<file path="src/rtl/multicycle_controller.sv">
// rtl/multicycle_controller.sv - main control FSM for the multi-cycle RV32I core
//
// Sequences the shared ALU, the unified memory port and the register file
// through fetch / decode / execute / memory / writeback.
//
// Ports:
//   clk, rst_n        core clock (rising edge), synchronous active-low reset
//   opcode[6:0]       instr[6:0] from the instruction register
//   mem_ready         memory access completes this cycle
//   branch_taken      ALU compare result for the current branch
//   pc_write          PC load enable
//   ir_write          instruction / old-PC register load enable
//   adr_src           memory address select (0 = PC, 1 = ALUOut)
//   mem_read          memory read strobe
//   mem_write         memory write strobe
//   reg_write         register file write enable
//   alu_src_a[1:0]    ALU A select (PC, oldPC, rs1, zero)
//   alu_src_b[1:0]    ALU B select (rs2, imm, const 4)
//   alu_op[1:0]       ALU operation class (add, branch compare, funct decode)
//   result_src[1:0]   result select (ALUOut, mem data, ALU result)
//   illegal           sticky: unsupported opcode or memory timeout
//   state_o[3:0]      current state encoding for debug
//
// MEM_WAIT_MAX bounds the cycles spent waiting on mem_ready in a memory
// state; 0 disables the bound.

module multicycle_controller #(
    parameter int unsigned MEM_WAIT_MAX = 0
) (
    input  logic       clk,
    input  logic       rst_n,
    input  logic [6:0] opcode,
    input  logic       mem_ready,
    input  logic       branch_taken,
    output logic       pc_write,
    output logic       ir_write,
    output logic       adr_src,
    output logic       mem_read,
    output logic       mem_write,
    output logic       reg_write,
    output logic [1:0] alu_src_a,
    output logic [1:0] alu_src_b,
    output logic [1:0] alu_op,
    output logic [1:0] result_src,
    output logic       illegal,
    output logic [3:0] state_o
);

    typedef enum logic [3:0] {
        S_RESET     = 4'd0,
        S_FETCH     = 4'd1,
        S_DECODE    = 4'd2,
        S_MEMADR    = 4'd3,
        S_MEMREAD   = 4'd4,
        S_MEMWB     = 4'd5,
        S_MEMWRITE  = 4'd6,
        S_EXEC_R    = 4'd7,
        S_EXEC_I    = 4'd8,
        S_ALUWB     = 4'd9,
        S_BRANCH    = 4'd10,
        S_JAL       = 4'd11,
        S_JALR      = 4'd12,
        S_JALR_LINK = 4'd13,
        S_LUI       = 4'd14,
        S_TRAP      = 4'd15
    } state_t;

    localparam logic [6:0] OP_LOAD   = 7'b0000011;
    localparam logic [6:0] OP_STORE  = 7'b0100011;
    localparam logic [6:0] OP_R      = 7'b0110011;
    localparam logic [6:0] OP_I      = 7'b0010011;
    localparam logic [6:0] OP_BRANCH = 7'b1100011;
    localparam logic [6:0] OP_JAL    = 7'b1101111;
    localparam logic [6:0] OP_JALR   = 7'b1100111;
    localparam logic [6:0] OP_LUI    = 7'b0110111;
    localparam logic [6:0] OP_AUIPC  = 7'b0010111;

    state_t      state_q;
    state_t      state_d;
    logic [31:0] wait_cnt;
    logic        illegal_q;
    logic        waiting;
    logic        timeout;

    // A memory-port state that is stalled this cycle.
    always_comb begin
        waiting = ((state_q == S_FETCH) || (state_q == S_MEMREAD) ||
                   (state_q == S_MEMWRITE)) && !mem_ready;
    end

    // wait_cnt holds the stalled cycles already spent in this state, so the
    // current cycle is number wait_cnt + 1.
    always_comb begin
        timeout = waiting && (MEM_WAIT_MAX != 0) &&
                  ((wait_cnt + 32'd1) >= MEM_WAIT_MAX);
    end

    always_ff @(posedge clk) begin
        if (!rst_n) begin
            state_q   <= S_RESET;
            wait_cnt  <= '0;
            illegal_q <= 1'b0;
        end else begin
            state_q <= state_d;
            if (state_d != state_q) begin
                wait_cnt <= '0;
            end else if (waiting) begin
                wait_cnt <= wait_cnt + 32'd1;
            end
            if (state_d == S_TRAP) begin
                illegal_q <= 1'b1;
            end
        end
    end

    always_comb begin
        state_d = state_q;
        case (state_q)
            S_RESET:     state_d = S_FETCH;
            S_FETCH:     if (mem_ready) state_d = S_DECODE;
            S_DECODE: begin
                case (opcode)
                    OP_LOAD, OP_STORE: state_d = S_MEMADR;
                    OP_R:              state_d = S_EXEC_R;
                    OP_I:              state_d = S_EXEC_I;
                    OP_BRANCH:         state_d = S_BRANCH;
                    OP_JAL:            state_d = S_JAL;
                    OP_JALR:           state_d = S_JALR;
                    OP_LUI:            state_d = S_LUI;
                    OP_AUIPC:          state_d = S_ALUWB;
                    default:           state_d = S_TRAP;
                endcase
            end
            S_MEMADR:    state_d = (opcode == OP_LOAD) ? S_MEMREAD : S_MEMWRITE;
            S_MEMREAD:   if (mem_ready) state_d = S_MEMWB;
            S_MEMWB:     state_d = S_FETCH;
            S_MEMWRITE:  if (mem_ready) state_d = S_FETCH;
            S_EXEC_R:    state_d = S_ALUWB;
            S_EXEC_I:    state_d = S_ALUWB;
            S_ALUWB:     state_d = S_FETCH;
            S_BRANCH:    state_d = S_FETCH;
            S_JAL:       state_d = S_ALUWB;
            S_JALR:      state_d = S_JALR_LINK;
            S_JALR_LINK: state_d = S_ALUWB;
            S_LUI:       state_d = S_ALUWB;
            S_TRAP:      state_d = S_TRAP;
            default:     state_d = S_TRAP;
        endcase
        if (timeout) begin
            state_d = S_TRAP;
        end
    end

    always_comb begin
        pc_write   = 1'b0;
        ir_write   = 1'b0;
        adr_src    = 1'b0;
        mem_read   = 1'b0;
        mem_write  = 1'b0;
        reg_write  = 1'b0;
        alu_src_a  = 2'b00;
        alu_src_b  = 2'b00;
        alu_op     = 2'b00;
        result_src = 2'b00;
        case (state_q)
            S_FETCH: begin
                // PC+4 goes straight from the ALU into the PC as the
                // instruction lands in IR.
                mem_read   = 1'b1;
                alu_src_b  = 2'b10;
                result_src = 2'b10;
                ir_write   = mem_ready;
                pc_write   = mem_ready;
            end
            S_DECODE: begin
                // Precompute oldPC + imm into ALUOut for branch / AUIPC.
                alu_src_a = 2'b01;
                alu_src_b = 2'b01;
            end
            S_MEMADR: begin
                alu_src_a = 2'b10;
                alu_src_b = 2'b01;
            end
            S_MEMREAD: begin
                mem_read = 1'b1;
                adr_src  = 1'b1;
            end
            S_MEMWB: begin
                result_src = 2'b01;
                reg_write  = 1'b1;
            end
            S_MEMWRITE: begin
                mem_write = 1'b1;
                adr_src   = 1'b1;
            end
            S_EXEC_R: begin
                alu_src_a = 2'b10;
                alu_op    = 2'b10;
            end
            S_EXEC_I: begin
                alu_src_a = 2'b10;
                alu_src_b = 2'b01;
                alu_op    = 2'b10;
            end
            S_ALUWB: begin
                reg_write = 1'b1;
            end
            S_BRANCH: begin
                // Target is already in ALUOut from DECODE.
                alu_src_a = 2'b10;
                alu_op    = 2'b01;
                pc_write  = branch_taken;
            end
            S_JAL: begin
                // Loads the DECODE target from ALUOut while computing
                // oldPC + 4 for the link.
                alu_src_a = 2'b01;
                alu_src_b = 2'b10;
                pc_write  = 1'b1;
            end
            S_JALR: begin
                alu_src_a  = 2'b10;
                alu_src_b  = 2'b01;
                result_src = 2'b10;
                pc_write   = 1'b1;
            end
            S_JALR_LINK: begin
                alu_src_a = 2'b01;
                alu_src_b = 2'b10;
            end
            S_LUI: begin
                alu_src_a = 2'b11;
                alu_src_b = 2'b01;
            end
            default: begin
            end
        endcase
    end

    assign illegal = illegal_q;
    assign state_o = state_q;

endmodule

</file>
<file path="config.mk">
export PLATFORM = sky130hd
export DESIGN_NAME = multicycle_controller
export DESIGN_NICKNAME = d
export VERILOG_FILES = /design/src/rtl/multicycle_controller.sv
export SDC_FILE = /design/constraint.sdc
export NUM_CORES = 1
export LEC_CHECK = 0
export CORE_MARGIN = 3
export CORE_UTILIZATION = 39
export CTS_BUF_LIST = sky130_fd_sc_hd__clkbuf_16
export DETAILED_ROUTE_END_ITERATION = 12
export GPL_TIMING_DRIVEN = 0
export HOLD_SLACK_MARGIN = 0.08
export PLACE_DENSITY = 0.8
export SLEW_MARGIN = 30
export SYNTH_ARGS = -nofsm -noshare
export SYNTH_HDL_FRONTEND = slang
export SYNTH_SLANG_ARGS = --single-unit
</file>
<file path="constraint.sdc">
create_clock -name clk -period 5.3 [get_ports clk]
set_input_delay 1.06 -clock clk [delete_from_list [all_inputs] [get_ports clk]]
set_output_delay 1.06 -clock clk [all_outputs]
set_load 0.02 [all_outputs]
</file>
# Word level (Yosys, flattened, before mapping)
# Cells that the tools add are included.
[totals]
out_inout_bits = 19
regBits = 5
wordCells = 57
[op_classes]
n_eq_ne = 25
n_mux = 16
n_reduce_logical = 14
[ops]
columns = ["cell", "n"]
rows = [
  ["$eq 4x4->1 const B", 9],
  ["$pmux 4 s9", 1],
  ["$pmux 4 s8", 1],
  ["$eq 7x6->1 const B", 3],
  ["$eq 7x7->1 const B", 3],
  ["$eq 4x3->1 const B", 4],
  ["$reduce_or 5->1", 3],
  ["$eq 7x5->1 const B", 2],
  ["$reduce_or 2->1", 7],
  ["$mux 4", 3],
  ["$pmux 2 s2", 3],
  ["$eq 4x2->1 const B", 2],
  ["$eq 7x2->1 const B", 1],
  ["$pmux 2 s3", 1],
  ["$reduce_or 3->1", 2],
  ["$mux 1", 5],
  ["$eq 4x1->1 const B", 1],
  ["$logic_not 4->1", 1],
  ["$reduce_or 4->1", 1],
  ["$pmux 1 s3", 1],
  ["$mux 2", 1],
]

# Logic depth before layout (Yosys ltp)
[depth]
depth_word = 5
depth_mapped = 6
mapped_depth_nobuf = 5

# Worst setup path before layout
# No wires, ideal clock.
[synth_timing]
kind = "reg-to-output"
start = "register state_q[3] (netlist: state_o[3])"
end = "output port pc_write"
path_stages_with_launch = 6
t_arrival_ns = 1.796
path_slack_ns = 2.444
cell_sequence = "dfxtp_1 dlygate4sd1_1 clkbuf_1 o211a_1 a31oi_1 o22ai_1"
[synth_via]
elab_chain_cells = 3
word_cells_on_any_way = 6
classes_between = "4 x eq/ne; 1 x mux; 1 x reduce/logical"
[synth_rtl]
columns = ["item", "line", "source"]
rows = [
  ["start: declaration", "78", "state_t state_q;"],
  ["start signal: assignment", "104", "state_q <= state_d;"],
  ["$eq 4x4->1", "165", "case (state_q)"],
  ["$reduce_or 2->1 (no source line)", "n/a", ""],
  ["$pmux 1 s3 (*)", "165", ""],
  ["end: declaration", "35", "output logic pc_write,"],
]
# Mark *: on every way between the ends. The rest lies on a longest branch, timed or not.

# Worst setup path in the final report
[layout_timing]
start = "input port mem_ready"
end = "output port ir_write"
[layout_via]
elab_chain_cells = 1
[layout_rtl]
columns = ["item", "line", "source"]
rows = [
  ["start: declaration", "33", "input logic mem_ready,"],
  ["$mux 1", "165", ""],
  ["end: declaration", "36", "output logic ir_write,"],
]
# Every way passes these cells.

==> results.md <==
* Clk slew on worst S/H paths at 0.03 ns
* Antenna cells at 0
* Setup bufs post-CTS at 0
* P_leak at approximately 0.42 nW
* Dpl cell area at between 1000 and 1500 um2
* Final Core Density at 69.2%
* Worst IR Drop VDD at between 0.2 and 0.3 mV
* Setup TNS at 0 ns
* GP Congestion at roughly 0.81
* Post-layout min period at ~3.7 ns
* Total clock sinks at 5
* Relative slew slack at 71.2%
* Max-Cap Viols at 0
* Antenna Nets Post-Route at 0
* Via Count at about 880
* Design Area, Final at 1110 um2
* Period utilisation layout at approximately 70%
* CTS-repair resized insts at 0
* Post-synth ARST share at 0%
* CP bufs+invs at 2
* Worst slew pin tran at roughly 0.43 ns
* Synth Flop Type: dfxtp_1
* GR Util All Layers at 17.6%
* Synth warnings at 0
* Mapped Cells at between 90 and 100
* Pins Over Slew Limit at 0
* CP Data Required Time at about 4.2 ns
* Share of cells above drive strength 1 at around 8.5%
* P_int at roughly 210 uW
* DRT Pass-1 Iters at 4
* Initial DRC Count at 13
* Largest net degree at the start of global routing at 11
* Die Width at between 40 and 50 um
* DIE HEIGHT at ~50 um
* Post-Place Setup Slack at 1.57 ns
* Worst Path Arrival at between 2 and 3 ns
* # DRC at 0
* Crit path top cell by count: clkdlybuf4s50_1
* Layout Cells excl Fill at ~150
* H-tree levels at 1
* Fmax at roughly 270 MHz
* Clock latency at the later pin of the worst-skew pair at 0.23 ns
* Post-synthesis net count at 108
* Switch share at about a third
* CP max-delay cell: clkdlybuf4s50_1
* Core area at approximately 1600 um2
* Post-Place Cells at 150
* Post-synthesis sequential area ratio at 14.0%
* Synthesis-stage register bit count at 5
* Routed wire per std cell at about 14 um
* Status: completed
* Max Buffers Root-to-Sink at 2
* Boundary Pins at 30
* CP Launch Type: input port
* Initial core utilization at roughly 44%
* Global-route wire length before repair at roughly 3400 um
* Final HPWL from detailed placement at ~1600 um
* Cts bufs inserted at 3
* CTS tree: built
* Full die area at between 2000 and 2500 um2
* Hold WS at 0.483 ns
* Comb power frac at between 40% and 50%
* Crit end category: primary output
* Crit path from: mem_ready
* Unique cell type count in the Yosys netlist at 50
* Pwr Total at 319 uW
* Layout area overhead at 55.8%
* Setup Viol. Count Final at 0
* PwrDens at 286 nW/um2
* Initial antenna violation count at 0
* Sequential Power Share at between 10 and 15%
* Cts-stage hold buffer count at 0
* Final Hold Fails at 0
* Clk_skew at 0.00207 ns
* Worst hold path type: flop to flop
* Row cnt at 14
* Post-Syn Area at 716 um2
* Worst Path Max Fanout at 5
* # port buffers at 29
* Critical setup path kind: input port to primary output
* CP Cell Sequence: clkdlybuf4s50_1 > nor4b_2 > clkdlybuf4s50_1
* Unrepaired setup endpoints after global routing: false
* Drt total wl at roughly 2100 um
* RR Startpoint: state_o[1]
* Nets at between 100 and 150
* Vias per cell at between 5 and 6
* Total gr overflow at 0
* Hold path start: illegal
* Net Sw Power at between 100 and 150 uW
* Syn_area_per_cell at roughly 7.4 um2
* Max stage delay on crit path at 0.67 ns
* EDFF count, synth at 0
* CP delay by family, top: buffers and inverters
* PnR worst setup slack at around 1.6 ns
* Vias in the first global route at 767
* Clock root buffer: clkbuf_16
* Clk pwr share at roughly 38%
## cell usage in the layout, fill, tap and decap left out, types with 2 or more instances in the layout
cell	Yosys	final
a21o_1	2	2
a21oi_1	4	4
a31oi_1	2	2
and2_1	4	4
clkbuf_1	3	3
clkbuf_16	0	3
clkdlybuf4s50_1	0	29
dfxtp_1	5	5
inv_1	1	2
nand2_1	7	7
nand2b_1	6	6
nand3b_1	3	3
nor2_1	7	7
nor2b_1	5	5
nor3_1	2	2
nor3b_1	2	2
o211a_1	2	2
o21a_1	2	2
o21ai_0	4	4
o22ai_1	2	2
o31ai_1	2	2
xnor2_1	2	2
## layer usage
| layer | track usage (%) | wire length (um) | up-vias |
|---|---|---|---|
| met1 | 21.2 | 962 | 412 |
| met2 | 30.3 | 992 | 36 |
| met4 | 4.74 | 25 | 0 |
| li1 | - | - | 433 |
| met5 | 0 | 0 | - |
| met3 | 5.20 | 136 | 2 |
## cells by family (layout without fill, tap and decap cells)
kind of cell / count (synthesis) / after routing / share of synthesized area, %
buffers and inverters: 8 / 41 / 6.64
and+or+nand+nor: 45 / 45 / 37.1
AOI/OAI and AO/OA: 35 / 35 / 37.2
DFF: 5 / 5 / 14.0
muxes: 1 / 1 / 1.40
xor gates and xnor gates: 3 / 3 / 3.67
## sequential cells by signal, summed over array words and instances (netlist names)
signal	flops
illegal	1
state_o	4
## power groups by stage
stage | combinational (mW) | clock [mW] | sequential, mW
after floorplan | 0.0862 | 0 | 0.0515
after global placement | 0.147 | 0 | 0.0483
after detailed placement | 0.150 | 0 | 0.0480
after CTS | 0.151 | 0.125 | 0.0475
after global routing | 0.162 | 0.130 | 0.0484
final | 0.150 | 0.121 | 0.0476
## synthesized netlist by cell type (2+ instances only)
master    n  area, um2
a21o_1    2       15.0
nor3b_1   2       15.0
dfxtp_1   5        100
o21a_1    2       15.0
nand2b_1  6       37.5
a21oi_1   4       20.0
nor2b_1   5       31.3
nor2_1    7       26.3
o31ai_1   2       15.0
nand3b_1  3       22.5
and2_1    4       25.0
nand2_1   7       26.3
xnor2_1   2       17.5
nor3_1    2       10.0
o22ai_1   2       12.5
o21ai_0   4       20.0
clkbuf_1  3       11.3
o211a_1   2       20.0
a31oi_1   2       12.5
## worst register-to-register path, stage by stage (launching register included)
cell and delay [ns]:
dfxtp_1 0.36, nand2b_1 0.26, o31ai_1 0.42, a21oi_1 0.07, a311o_1 0.35, a32o_1 0.25
## area by class of cell
type	count	area, um2
Timing Repair Buffer	29	290
Tap cell	24	30.0
Inverter	1	3.75
Clock inverter	1	3.75
Multi-Input combinational cell	84	568
Fill cell	153	497
Sequential cell	5	100
Buffer	7	43.8
Clock buffer	3	75.1
## final timing paths
path              depth (start not counted)  endpoint  slack [ns]
setup / recovery                          3  ir_write        1.59
setup reg to reg                          5   illegal        3.48
hold / removal                            1   illegal        0.48
hold reg to reg                           1   illegal        0.48
(Power assumes the default switching activity.)
